## src/rtl/hazard_ctrl_if.sv

```systemverilog
`default_nettype none
// ============================================================================
//  Module      : hazard_ctrl_if
//  Description : Pipeline-side bundle for the hazard controller. It carries
//                the register indices and control bits sampled from
//                ID/EX/MEM/WB, and returns the forwarding selects and the
//                stall/flush enables.
//  Revision    : 1.0 - initial release
// ============================================================================
interface hazard_ctrl_if;
    logic [4:0] id_rs1;
    logic [4:0] id_rs2;
    logic       id_use_rs1;
    logic       id_use_rs2;
    logic [4:0] ex_rs1;
    logic [4:0] ex_rs2;
    logic [4:0] ex_rd;
    logic       ex_regwrite;
    logic       ex_memread;
    logic       ex_md_start;
    logic       ex_branch_taken;
    logic [4:0] mem_rd;
    logic       mem_regwrite;
    logic [4:0] wb_rd;
    logic       wb_regwrite;

    logic [1:0] fwd_a_sel;
    logic [1:0] fwd_b_sel;
    logic       stall_if;
    logic       stall_id;
    logic       stall_ex;
    logic       flush_id;
    logic       flush_ex;
    logic       flush_mem;
    logic       md_busy;

    // Pipeline side: presents stage information, consumes controls
    modport master (
        output id_rs1, id_rs2, id_use_rs1, id_use_rs2,
        output ex_rs1, ex_rs2, ex_rd, ex_regwrite, ex_memread,
        output ex_md_start, ex_branch_taken,
        output mem_rd, mem_regwrite, wb_rd, wb_regwrite,
        input  fwd_a_sel, fwd_b_sel, stall_if, stall_id, stall_ex,
        input  flush_id, flush_ex, flush_mem, md_busy
    );

    // Hazard controller side
    modport slave (
        input  id_rs1, id_rs2, id_use_rs1, id_use_rs2,
        input  ex_rs1, ex_rs2, ex_rd, ex_regwrite, ex_memread,
        input  ex_md_start, ex_branch_taken,
        input  mem_rd, mem_regwrite, wb_rd, wb_regwrite,
        output fwd_a_sel, fwd_b_sel, stall_if, stall_id, stall_ex,
        output flush_id, flush_ex, flush_mem, md_busy
    );
endinterface
`default_nettype wire

```

## src/rtl/hazard_ctrl.sv

```systemverilog
`default_nettype none
// ============================================================================
//  Module      : hazard_ctrl
//  Description : Hazard controller for the 5-stage core. Produces EX operand
//                forwarding selects, load-use (or RAW) stalls, taken-branch
//                flushes and MUL/DIV occupancy stalls.
//                Build option HAZARD_FWD_EN: when defined, operands are
//                forwarded from MEM/WB and only load-use hazards stall;
//                when undefined, selects stay 00 and any EX/MEM writer
//                matching a used ID source stalls the front end.
//  Revision    : 1.0 - initial release
// ============================================================================
module hazard_ctrl #(
    parameter int MD_LATENCY = 4   // cycles a MUL/DIV op occupies EX, 2..16
) (
    input  wire logic     clk,
    input  wire logic     rst,
    hazard_ctrl_if.slave  bus
);

    typedef enum logic [0:0] {
        RUN     = 1'b0,
        MD_WAIT = 1'b1
    } state_t;

    // First-cycle stall happens in RUN, so the counter covers the rest
    localparam logic [3:0] c_MD_INIT = 4'(MD_LATENCY - 2);

    state_t     r_state;
    state_t     w_state_nxt;
    logic [3:0] r_cnt;
    logic [3:0] w_cnt_nxt;

    logic [1:0] w_fwd_a;
    logic [1:0] w_fwd_b;
    logic       w_data_haz;
    logic       w_md_stall;
    logic       w_br_flush;
    logic       w_haz_stall;

`ifdef HAZARD_FWD_EN
    // MEM result is newer than WB, so it wins when both match
    function automatic logic [1:0] f_fwd_sel(
        input logic [4:0] rs,
        input logic       mem_we,
        input logic [4:0] mem_rd,
        input logic       wb_we,
        input logic [4:0] wb_rd
    );
        if (mem_we && (mem_rd != 5'd0) && (mem_rd == rs))
            return 2'b10;
        else if (wb_we && (wb_rd != 5'd0) && (wb_rd == rs))
            return 2'b01;
        else
            return 2'b00;
    endfunction

    logic w_unused_fwd;

    assign w_fwd_a = f_fwd_sel(bus.ex_rs1, bus.mem_regwrite, bus.mem_rd,
                               bus.wb_regwrite, bus.wb_rd);
    assign w_fwd_b = f_fwd_sel(bus.ex_rs2, bus.mem_regwrite, bus.mem_rd,
                               bus.wb_regwrite, bus.wb_rd);

    // Only a load in EX cannot be forwarded in time for the ID consumer
    assign w_data_haz = bus.ex_memread && (bus.ex_rd != 5'd0) &&
                        ((bus.id_use_rs1 && (bus.id_rs1 == bus.ex_rd)) ||
                         (bus.id_use_rs2 && (bus.id_rs2 == bus.ex_rd)));

    assign w_unused_fwd = bus.ex_regwrite;
`else
    logic w_unused_nofwd;

    assign w_fwd_a = 2'b00;
    assign w_fwd_b = 2'b00;

    // Without forwarding, any in-flight EX/MEM writer of a used source stalls;
    // WB writes the regfile before ID reads it, so it never needs a stall.
    assign w_data_haz =
        (bus.id_use_rs1 && (bus.id_rs1 != 5'd0) &&
         ((bus.ex_regwrite  && (bus.id_rs1 == bus.ex_rd)) ||
          (bus.mem_regwrite && (bus.id_rs1 == bus.mem_rd)))) ||
        (bus.id_use_rs2 && (bus.id_rs2 != 5'd0) &&
         ((bus.ex_regwrite  && (bus.id_rs2 == bus.ex_rd)) ||
          (bus.mem_regwrite && (bus.id_rs2 == bus.mem_rd))));

    assign w_unused_nofwd = ^{bus.ex_rs1, bus.ex_rs2, bus.ex_memread,
                              bus.wb_rd, bus.wb_regwrite};
`endif

    // Next-state logic and hazard classification; MD_WAIT ignores EX inputs
    always_comb begin
        w_state_nxt = r_state;
        w_cnt_nxt   = r_cnt;
        w_md_stall  = 1'b0;
        w_br_flush  = 1'b0;
        w_haz_stall = 1'b0;
        case (r_state)
            RUN: begin
                if (bus.ex_branch_taken) begin
                    w_br_flush = 1'b1;
                end else if (bus.ex_md_start) begin
                    w_md_stall  = 1'b1;
                    w_state_nxt = MD_WAIT;
                    w_cnt_nxt   = c_MD_INIT;
                end else if (w_data_haz) begin
                    w_haz_stall = 1'b1;
                end
            end
            MD_WAIT: begin
                if (r_cnt != 4'd0) begin
                    w_md_stall = 1'b1;
                    w_cnt_nxt  = r_cnt - 4'd1;
                end else begin
                    w_state_nxt = RUN;
                end
            end
            default: begin
                w_state_nxt = RUN;
            end
        endcase
    end

    // Output decode; reset silences every output immediately
    always_comb begin
        bus.fwd_a_sel = 2'b00;
        bus.fwd_b_sel = 2'b00;
        bus.stall_if  = 1'b0;
        bus.stall_id  = 1'b0;
        bus.stall_ex  = 1'b0;
        bus.flush_id  = 1'b0;
        bus.flush_ex  = 1'b0;
        bus.flush_mem = 1'b0;
        bus.md_busy   = 1'b0;
        if (!rst) begin
            bus.fwd_a_sel = w_fwd_a;
            bus.fwd_b_sel = w_fwd_b;
            bus.stall_if  = w_md_stall | w_haz_stall;
            bus.stall_id  = w_md_stall | w_haz_stall;
            bus.stall_ex  = w_md_stall;
            bus.flush_id  = w_br_flush;
            bus.flush_ex  = w_br_flush | w_haz_stall;
            bus.flush_mem = w_md_stall;
            bus.md_busy   = w_md_stall;
        end
    end

    // State and occupancy counter registers
    always_ff @(posedge clk) begin
        if (rst) begin
            r_state <= RUN;
            r_cnt   <= 4'd0;
        end else begin
            r_state <= w_state_nxt;
            r_cnt   <= w_cnt_nxt;
        end
    end

endmodule
`default_nettype wire

```

## src/flat_wrapper.sv

```systemverilog
// flat-port wrapper written by rule: the top's interface ports become plain ports
module hazard_ctrl_flat 
#(
    parameter int MD_LATENCY = 4                                            
)
  (clk, rst, bus_id_rs1, bus_id_rs2, bus_id_use_rs1, bus_id_use_rs2, bus_ex_rs1, bus_ex_rs2, bus_ex_rd, bus_ex_regwrite, bus_ex_memread, bus_ex_md_start, bus_ex_branch_taken, bus_mem_rd, bus_mem_regwrite, bus_wb_rd, bus_wb_regwrite, bus_fwd_a_sel, bus_fwd_b_sel, bus_stall_if, bus_stall_id, bus_stall_ex, bus_flush_id, bus_flush_ex, bus_flush_mem, bus_md_busy);
  hazard_ctrl_if bus_i ();
  input  wire logic clk;
  input  wire logic rst;
  input wire logic [$bits(bus_i.id_rs1)-1:0] bus_id_rs1;
  input wire logic [$bits(bus_i.id_rs2)-1:0] bus_id_rs2;
  input wire logic [$bits(bus_i.id_use_rs1)-1:0] bus_id_use_rs1;
  input wire logic [$bits(bus_i.id_use_rs2)-1:0] bus_id_use_rs2;
  input wire logic [$bits(bus_i.ex_rs1)-1:0] bus_ex_rs1;
  input wire logic [$bits(bus_i.ex_rs2)-1:0] bus_ex_rs2;
  input wire logic [$bits(bus_i.ex_rd)-1:0] bus_ex_rd;
  input wire logic [$bits(bus_i.ex_regwrite)-1:0] bus_ex_regwrite;
  input wire logic [$bits(bus_i.ex_memread)-1:0] bus_ex_memread;
  input wire logic [$bits(bus_i.ex_md_start)-1:0] bus_ex_md_start;
  input wire logic [$bits(bus_i.ex_branch_taken)-1:0] bus_ex_branch_taken;
  input wire logic [$bits(bus_i.mem_rd)-1:0] bus_mem_rd;
  input wire logic [$bits(bus_i.mem_regwrite)-1:0] bus_mem_regwrite;
  input wire logic [$bits(bus_i.wb_rd)-1:0] bus_wb_rd;
  input wire logic [$bits(bus_i.wb_regwrite)-1:0] bus_wb_regwrite;
  output wire logic [$bits(bus_i.fwd_a_sel)-1:0] bus_fwd_a_sel;
  output wire logic [$bits(bus_i.fwd_b_sel)-1:0] bus_fwd_b_sel;
  output wire logic [$bits(bus_i.stall_if)-1:0] bus_stall_if;
  output wire logic [$bits(bus_i.stall_id)-1:0] bus_stall_id;
  output wire logic [$bits(bus_i.stall_ex)-1:0] bus_stall_ex;
  output wire logic [$bits(bus_i.flush_id)-1:0] bus_flush_id;
  output wire logic [$bits(bus_i.flush_ex)-1:0] bus_flush_ex;
  output wire logic [$bits(bus_i.flush_mem)-1:0] bus_flush_mem;
  output wire logic [$bits(bus_i.md_busy)-1:0] bus_md_busy;
  assign bus_i.id_rs1 = bus_id_rs1;
  assign bus_i.id_rs2 = bus_id_rs2;
  assign bus_i.id_use_rs1 = bus_id_use_rs1;
  assign bus_i.id_use_rs2 = bus_id_use_rs2;
  assign bus_i.ex_rs1 = bus_ex_rs1;
  assign bus_i.ex_rs2 = bus_ex_rs2;
  assign bus_i.ex_rd = bus_ex_rd;
  assign bus_i.ex_regwrite = bus_ex_regwrite;
  assign bus_i.ex_memread = bus_ex_memread;
  assign bus_i.ex_md_start = bus_ex_md_start;
  assign bus_i.ex_branch_taken = bus_ex_branch_taken;
  assign bus_i.mem_rd = bus_mem_rd;
  assign bus_i.mem_regwrite = bus_mem_regwrite;
  assign bus_i.wb_rd = bus_wb_rd;
  assign bus_i.wb_regwrite = bus_wb_regwrite;
  assign bus_fwd_a_sel = bus_i.fwd_a_sel;
  assign bus_fwd_b_sel = bus_i.fwd_b_sel;
  assign bus_stall_if = bus_i.stall_if;
  assign bus_stall_id = bus_i.stall_id;
  assign bus_stall_ex = bus_i.stall_ex;
  assign bus_flush_id = bus_i.flush_id;
  assign bus_flush_ex = bus_i.flush_ex;
  assign bus_flush_mem = bus_i.flush_mem;
  assign bus_md_busy = bus_i.md_busy;
  hazard_ctrl #(.MD_LATENCY(MD_LATENCY)) u_core (.clk(clk), .rst(rst), .bus(bus_i));
endmodule
```

## config.mk

```make
export PLATFORM = sky130hd
export DESIGN_NAME = hazard_ctrl_flat
export DESIGN_NICKNAME = d
export VERILOG_FILES = /design/src/rtl/hazard_ctrl_if.sv /design/src/rtl/hazard_ctrl.sv /design/src/flat_wrapper.sv
export SDC_FILE = /design/constraint.sdc
export NUM_CORES = 1
export LEC_CHECK = 0
export ABC_AREA = 0
export BUFFER_PORTS_ARGS = -buffer_cell sky130_fd_sc_hd__buf_2
export CAP_MARGIN = 0
export CORE_UTILIZATION = 39
export CTS_CLUSTER_DIAMETER = 80
export CTS_CLUSTER_SIZE = 30
export DETAILED_ROUTE_END_ITERATION = 7
export GPL_TIMING_DRIVEN = 0
export PLACE_DENSITY_LB_ADDON = 0.1
export REMOVE_ABC_BUFFERS = 1
export SYNTH_ARGS = -nofsm -noshare
export SYNTH_HDL_FRONTEND = slang
export SYNTH_SLANG_ARGS = --single-unit
```

## constraint.sdc

```tcl
create_clock -name clk -period 3.25 [get_ports clk]
set_input_delay 0.65 -clock clk [delete_from_list [all_inputs] [get_ports clk]]
set_output_delay 0.65 -clock clk [all_outputs]
set_load 0.01 [all_outputs]
```

; ---- After elaboration in Yosys (flattened, before gate mapping)
; Cells that the tools add are included.
[op_classes]
bitwise_logic = 3
n_mux = 18
addsub = 1
eq_ne = 7
n_reduce_logical = 15
[ops]
columns = cell, count
row1 = 5-bit equality test, 4
row2 = 1-bit two-way mux, 13
row3 = 4-bit two-way mux, 3
row4 = 5-bit nonzero test, 2
row5 = 1-bit logical AND, 8
row6 = 4-bit one-hot mux with 2 select lines, 1
row7 = "2-bit inequality test, second input constant", 3
row8 = 4-bit nonzero test, 1
row9 = "4-bit by 1-bit subtractor with 4-bit output, second input constant", 1
row10 = 1-bit logical OR, 3
row11 = 3-bit AND reduction, 1
row12 = 1-bit OR, 2
row13 = 1-bit one-hot mux with 2 select lines, 1
row14 = 1-bit NOT, 1
[totals]
reg_bits = 5
input_bits = 45
wordCells = 46
output_inout_bits = 11

; ---- Logic depth before layout (Yosys ltp)
; Gate-level depths: netlist of run 1.
[depth]
depth_word = 11
mapped_depth = 7
depth_no_buf = 7

; ---- Least setup slack after synthesis of run 1
; No wires, ideal clock.
[synth_path]
kind = input to output
start = input port bus_mem_rd[4]
end = output port bus_stall_if
required_ps = 2600
t_arrival_ps = 1841
path_slack_ps = 759
n_path_buf = 1
cell_stages = 6
path_cell_list = xor2_1 > nor4_1 > a32oi_1 > o22a_1 > o22ai_1 > buf_4
[synth_via]
elab_chain_len = 11
elab_cells_between_ends = 15
[synth_lines]
columns = element, line
row1 = from (decl), flat_wrapper.sv:21  ; input wire logic [$bits(bus_i.mem_rd)-1:0] bus_mem_rd;
row2 = 5-bit equality test (on tied branches), "hazard_ctrl.sv:82, hazard_ctrl.sv:85"
row3 = 1-bit logical AND (on tied branches), "hazard_ctrl.sv:82, hazard_ctrl.sv:85"
row4 = 1-bit logical OR (on tied branches), "hazard_ctrl.sv:81, hazard_ctrl.sv:84"
row5 = 1-bit logical AND (on tied branches), "hazard_ctrl.sv:80, hazard_ctrl.sv:83"
row6 = 1-bit logical OR (*), hazard_ctrl.sv:82  ; (bus.mem_regwrite && (bus.id_rs1 == bus.mem_rd)))) ||
row7 = 1-bit two-way mux (*), hazard_ctrl.sv:106  ; end else if (w_data_haz) begin
row8 = 1-bit two-way mux (*), hazard_ctrl.sv:102  ; end else if (bus.ex_md_start) begin
row9 = 1-bit two-way mux (*), hazard_ctrl.sv:100  ; if (bus.ex_branch_taken) begin
row10 = 1-bit two-way mux (*), hazard_ctrl.sv:98  ; case (r_state)
row11 = 1-bit OR (*), --
row12 = 1-bit two-way mux (*), --
row13 = to (decl), flat_wrapper.sv:27  ; output wire logic [$bits(bus_i.stall_if)-1:0] bus_stall_if;
; Every way passes the cells marked *; elsewhere a longest branch is shown, timed or not.

; ---- Worst setup path in the final report of run 1
[layout_path]
start = input port bus_mem_rd[4]
end = output port bus_flush_ex
[layout_via]
elab_chain_len = 11
elab_cells_between_ends = 15
[layout_lines]
columns = element, line
row1 = 5-bit equality test (on tied branches), "hazard_ctrl.sv:82, hazard_ctrl.sv:85"
row2 = 1-bit logical AND (on tied branches), "hazard_ctrl.sv:82, hazard_ctrl.sv:85"
row3 = 1-bit logical OR (on tied branches), "hazard_ctrl.sv:81, hazard_ctrl.sv:84"
row4 = 1-bit logical AND (on tied branches), "hazard_ctrl.sv:80, hazard_ctrl.sv:83"
row5 = 1-bit logical OR (*), hazard_ctrl.sv:82
row6 = 1-bit two-way mux (*), hazard_ctrl.sv:106
row7 = 1-bit two-way mux (*), hazard_ctrl.sv:102
row8 = 1-bit two-way mux (*), hazard_ctrl.sv:100
row9 = 1-bit two-way mux (*), hazard_ctrl.sv:98
row10 = 1-bit OR (*), hazard_ctrl.sv:142  ; bus.flush_ex = w_br_flush | w_haz_stall;
row11 = 1-bit two-way mux (*), hazard_ctrl.sv:135  ; if (!rst) begin
row12 = to (decl), flat_wrapper.sv:31  ; output wire logic [$bits(bus_i.flush_ex)-1:0] bus_flush_ex;
; Marked as above.

==> impl_metrics.py, run 1 <==
metrics = {
    "global_route": {
        "antenna_found_initial": 0,
        "overflow": 0,
        "grt_pass1_wl_um": 2283,
        "grt_pass1_vias": 544,
        "grtUsageTotal": 0.1629,
        "grt_max_degree": 9,
    },
    "worst_setup_path": {
        "slowest_stage": "nor4_1",
        "r2r_end": "u_core.r_cnt[2]",
        "r2r-start": "u_core.r_cnt[0]",
        "critPathCaptureType": "primary output",
        "ff2ff_path_depth": 7,
        "critPathMaxStageDelay_ns": 0.30,
        "arrival_ns": 2.00,
        "crit_fanout": 2,
        "critical_path_class": "primary input to primary output",
        "startpoint_type": "primary input",
        "cp_data_required_time_ns": 2.60,
        "ff2ff_setup_slack_ns": 1.56,
        "cp_common_cell": "buf_2",
        "worstPathCellList": "buf_2, xor2_1, nor4_1, a32oi_1, o22a_1, o41ai_2, buf_2",
    },
    "route": {
        "wl_met3_um": 86,
        "drt_iter0_drc": 5,
        "wl_met2_um": 538,
        "vias": 598,
        "wl_per_cell_um": 10.52,
        "highest_layer": "met3",
        "via_per_inst": 4.902,
        "antenna_left": 0,
        "wirelength_um": 1283,
        "wl_met1_um": 659,
        "route.detailed.drc": 0,
        "drt_first_pass_iters": 3,
    },
    "logic_synthesis": {
        "ys_seq_area_frac": 0.1653,
        "async_flop_share": 0,
        "synth_edf_count": 0,
        "synth_area_um2": 605.6,
        "syn_area_per_cell_um2": 8.184,
        "synth.top_cells.by_area": "xor2_1 23%, dfxtp_1 17%, buf_4 8.7%",
        "synth_ff_type": "dfxtp_1",
        "syn_inst": 74,
        "ys_seq_elements": 5,
        "synth.lib_cells_used.distinct": 26,
        "yosys.area.top_type": "xor2_1",
        "synth_top_area_frac": 0.2314,
        "yosysWarnings": 0,
    },
    "clock_network": {
        "cts_buffers": 3,
        "path_clk_slew_ns": 0.04,
        "cts-resized-gates": 0,
        "clk_latency_ns": 0.24,
        "holdBufCountCts": 0,
        "htreeDepth": 1,
        "postCtsSetupRepairBufs": 0,
        "cts_tree": "built",
        "root_buffer": "clkbuf_4",
        "clockBufferDepth": 2,
        "clock-sinks": 5,
    },
    "power": {
        "leakage_nw": 0.3715,
        "irDropWorstVdd_uv": 177.2,
        "power_density_nw_per_um2": 300.4,
    },
    "sta": {
        "layout_min_cycle_time_ns": 2.655,
        "fin_hold_ws_ns": 0.4747,
        "drv_slew": 0,
        "setup_viol": 0,
        "skew_ns": 0.001982,
        "finalHoldViolations": 0,
        "fmaxAchievable_mhz": 376.7,
        "rsz0062_at_grt": "no",
        "tns_ns": 0,
        "post-route-period-util": 0.8168,
    },
    "floorplanning": {
        "core_area_um2": 1366,
        "die_area_um2": 1714,
        "row_count": 13,
        "initial_core_util": 0.4432,
        "boundaryPins": 56,
        "die_height_um": 41.41,
        "die_w_um": 41.41,
    },
    "placed_design": {
        "gp_congestion": 0.8866,
        "dpl.hpwl_um": 1142,
        "portBuffers": 34,
    },
    "hold_path": {
        "min_delay_path_depth": 2,
        "hp-class": "flop to flop",
        "hold_start": "u_core.r_cnt[0]",
        "hold_end": "u_core.r_cnt[0]",
    },
    "layout": {
        "fillerInstances": 137,
        "antenna_cells": 0,
        "layout.nets": 155,
        "syn_to_final_growth_pct": 28.10,
        "layout-drive-gt1-share": 0.3832,
    },
    "flow_run": {
        "cap_viol_max_count": 0,
    },
    "run_status": {
        "outcome": "complete, no violations",
    },
}
-- cell families after synthesis --
kind of cell    count (synthesis)  synth area share
flops                           5            0.1653
compound gates                 11            0.1364
fa+ha+maj                       2           0.04132
buf+inv                        11            0.1116
other cells                     1          0.006192
xor+xnor                       22            0.3182
simple gates                   22            0.2210
-- flip-flops by register name, indices dropped and copies added (netlist names) --
signal and flops:
u_core.r_cnt 4, u_core.r_state 1
-- critical path: cells and delay by family --
| family | cells | cell delay (ns) |
|---|---|---|
| and+or+nand+nor | 1 | 0.30 |
| AOI/OAI and AO/OA | 3 | 0.60 |
| xor gates and xnor gates | 1 | 0.16 |
| buffers and inverters | 2 | 0.29 |
-- cell usage after synthesis, types with 2 or more instances --
library cell,number
dfxtp_1,5
nor4_1,4
and2_1,2
xor2_1,16
a32oi_1,2
nor2_1,4
or4_1,2
ha_1,2
o21ai_0,2
nand2_1,3
buf_4,7
nor3_1,2
a21oi_1,3
inv_1,3
xnor2_1,6
-- final cells by class --
type,count,area [um^2],share of cell area
Inverter,3,11.26,0.01452
Clock buffer,4,26.28,0.03387
Tap cell,15,18.77,0.02419
Multi-Input combinational cell,61,449.2,0.5790
Timing Repair Buffer,34,170.2,0.2194
Sequential cell,5,100.1,0.1290
-- how the worst max path moves through the flow --
stage                             start            to  slack, ns  cells after the start
after floorplan           bus_mem_rd[4]  bus_stall_id       0.84                      5
after global routing      bus_mem_rd[4]  bus_flush_ex       0.48                      7
after detailed placement  bus_mem_rd[4]  bus_flush_ex       0.60                      7
final                     bus_mem_rd[4]  bus_flush_ex       0.60                      7
after CTS                 bus_mem_rd[4]  bus_flush_ex       0.59                      7
after global placement    bus_id_rs1[4]  bus_flush_ex       0.59                      7
-- layer usage --
layer	global-route usage	vias to the layer above
li1	-	313
met1	0.2394	261
met2	0.2344	24
met3	0.05217	0
met4	0.02581	0
met5	0	-
-- per-stage QoR --
step | instance area (um^2) | total power, mW | utilization | setup slack (ns) | std cells
2_1_floorplan | 560.5 | 0.1243 | - | 0.8360 | 69
3_3_place_gp | 749.5 | 0.1630 | 0.5485 | 0.5933 | 118
3_5_place_dp | 749.5 | 0.1634 | 0.5485 | 0.5988 | 118
4_1_cts | 775.7 | 0.2366 | 0.5678 | 0.5932 | 122
5_1_grt | 775.7 | 0.2536 | 0.5678 | 0.4768 | 122
6_report | 775.7 | 0.2330 | 0.5678 | 0.5953 | 122
-- placed cells by master, fill, tap and decap left out, types with 3 or more instances in the layout --
cell / synthesis / layout
nor4_1: 4 / 4
buf_2: 0 / 34
nand2_1: 3 / 3
clkbuf_4: 0 / 3
dfxtp_1: 5 / 5
conb_1: 1 / 4
xor2_1: 16 / 16
a21oi_1: 3 / 3
nor2_1: 4 / 4
xnor2_1: 6 / 6
inv_1: 3 / 3
-- power by group --
group	internal, mW	total (mW)	switching (mW)
clock network	0.0464	0.0709	0.0245
logic	0.0433	0.0897	0.0464
registers	0.0670	0.0725	0.00548
Power figures use the tool's default switching activity.
==> inputs of run 2 (changes only) <==
--- a/config.mk
+++ b/config.mk
@@ -8,7 +8,7 @@
 export ABC_AREA = 0
 export BUFFER_PORTS_ARGS = -buffer_cell sky130_fd_sc_hd__buf_2
 export CAP_MARGIN = 0
-export CORE_UTILIZATION = 39
+export CORE_UTILIZATION = 36
 export CTS_CLUSTER_DIAMETER = 80
 export CTS_CLUSTER_SIZE = 30
 export DETAILED_ROUTE_END_ITERATION = 7
==> constraint.sdc (replaced) <==
create_clock -name clk -period 2.6 [get_ports clk]
set_input_delay 0.52 -clock clk [delete_from_list [all_inputs] [get_ports clk]]
set_output_delay 0.52 -clock clk [all_outputs]
set_load 0.01 [all_outputs]
==> impl_metrics.py, run 2 (synthesized netlist as in run 1, its figures left out) <==
metrics = {
    "layout": {
        "final_common_cell": "buf_2",
        "mostFrequentLayoutCells": "34 x buf_2, 16 x xor2_1, 6 x xnor2_1, 5 x dfxtp_1",
        "top_register": "u_core.r_cnt",
        "largest_registers": "u_core.r_cnt x4, u_core.r_state x1",
        "utilization": 0.5041,
        "largest_reg_flops": 4,
        "layout.nets": 155,
        "syn_to_final_growth_pct": 28.31,
        "antenna_cells": 0,
        "layout-drive-gt1-share": 0.3832,
    },
    "route": {
        "vias": 587,
        "drt_iter0_drc": 6,
        "wirelength_um": 1341,
        "route.detailed.drc": 0,
        "drt_first_pass_iters": 4,
        "via_per_inst": 4.772,
        "wl_per_cell_um": 10.90,
        "antenna_left": 0,
    },
    "sta": {
        "tns_ns": 0,
        "fmaxAchievable_mhz": 418.7,
        "setup_viol": 0,
        "layout_min_cycle_time_ns": 2.388,
        "post-route-period-util": 0.9186,
        "skew_ns": 0.0007482,
        "finalHoldViolations": 0,
        "rsz0062_at_grt": "no",
        "drv_slew": 0,
    },
    "worst_setup_path": {
        "startpoint_type": "primary input",
        "r2r-start": "u_core.r_cnt[0]",
        "cp_data_required_time_ns": 2.08,
        "critical_path_class": "primary input to primary output",
        "ff2ff_path_depth": 7,
        "critPathCaptureType": "primary output",
        "r2r_end": "u_core.r_cnt[2]",
        "crit_fanout": 3,
        "ff2ff_setup_slack_ns": 0.88,
        "arrival_ns": 1.87,
    },
    "power": {
        "switching_share": 0.3303,
        "p_seq_frac": 0.310,
        "power_density_nw_per_um2": 376.7,
        "intPower_mw": 0.1960,
        "power_frac_comb": 0.387,
        "irDropWorstVdd_uv": 323.2,
        "switchingPower_mw": 0.09667,
        "clkPwrFrac": 0.303,
        "leakage_nw": 0.3715,
    },
    "run_status": {
        "outcome": "complete, no violations",
    },
    "clock_network": {
        "path_clk_slew_ns": 0.04,
        "clk_latency_ns": 0.24,
        "root_buffer": "clkbuf_4",
        "postCtsSetupRepairBufs": 0,
        "clockBufferDepth": 2,
        "cts-resized-gates": 0,
        "cts_tree": "built",
        "cts_buffers": 3,
        "holdBufCountCts": 0,
        "clock-sinks": 5,
        "htreeDepth": 1,
    },
    "hold_path": {
        "hold_end": "u_core.r_cnt[0]",
        "hp-class": "flop to flop",
        "min_delay_path_depth": 2,
        "hold_start": "u_core.r_cnt[0]",
    },
    "placed_design": {
        "gp_congestion": 0.7841,
        "dpl.hpwl_um": 1134,
        "portBuffers": 34,
    },
    "global_route": {
        "antenna_found_initial": 0,
        "grtUsageTotal": 0.1513,
        "overflow": 0,
        "grt_max_degree": 9,
        "grt_pass1_vias": 509,
        "grt_pass1_wl_um": 2111,
    },
    "floorplanning": {
        "initial_core_util": 0.3929,
        "die_height_um": 43.02,
        "core_area_um2": 1541,
        "die_w_um": 43.02,
        "die_area_um2": 1850,
        "boundaryPins": 56,
        "row_count": 14,
    },
    "flow_run": {
        "cap_viol_max_count": 0,
    },
}
-- run 2: cell counts in the layout (fill, tap and decap cells not counted) --
No cell type changed its count.
-- run 2: layout make-up --
type                            instances  area (um^2)
Sequential cell                         5        100.1
Tap cell                               16        20.02
Timing Repair Buffer                   34        170.2
Clock buffer                            4        26.28
Inverter                                3        11.26
Multi-Input combinational cell         61        449.2
Fill cell                             170        764.5
-- run 2: critical path: stages --
cell and delay [ns]:
buf_2 0.12, xor2_1 0.15, nor4_1 0.38, a32oi_1 0.10, o22a_1 0.23, o41ai_2 0.19
buf_2 0.17
-- run 2: power groups by stage --
stage | Combinational (mW) | Clock (mW) | Sequential [mW]
after global placement | 0.112 | 0 | 0.0920
after detailed placement | 0.113 | 0 | 0.0920
final | 0.113 | 0.0888 | 0.0907
after floorplan | 0.0649 | 0 | 0.0905
after CTS | 0.114 | 0.0926 | 0.0908
after global routing | 0.126 | 0.0983 | 0.0916
-- run 2: layer usage --
| layer | vias to the layer above | routed length [um] | track usage | part of all wire |
|---|---|---|---|---|
| li1 | 314 | - | - | - |
| met1 | 243 | 684 | 0.2154 | 0.51 |
| met2 | 30 | 546 | 0.2273 | 0.41 |
| met3 | 0 | 110 | 0.05106 | 0.082 |
| met4 | 0 | 0 | 0.01818 | 0 |
| met5 | - | 0 | 0 | 0 |
-- run 2: worst max-delay path by stage --
stage,start,endpoint
2_1_floorplan,bus_mem_rd[4],bus_stall_id
3_3_place_gp,bus_id_rs1[4],bus_flush_ex
3_5_place_dp,bus_id_rs1[4],bus_flush_ex
4_1_cts,bus_id_rs1[4],bus_flush_ex
5_1_grt,u_core.r_cnt[0],bus_stall_id
6_report,bus_id_rs1[4],bus_flush_ex
-- run 2: stage by stage --
step           hold WS (ns)  instances  instance area, um^2  power (mW)  setup slack [ns]
2_1_floorplan        0.4501         69                560.5      0.1554            0.4460
3_3_place_gp         0.4653        119                750.7      0.2042            0.2154
3_5_place_dp         0.4711        119                750.7      0.2048            0.2381
4_1_cts              0.4931        123                777.0      0.2972            0.2321
5_1_grt              0.5154        123                777.0      0.3157            0.1277
6_report             0.4867        123                777.0      0.2927            0.2117
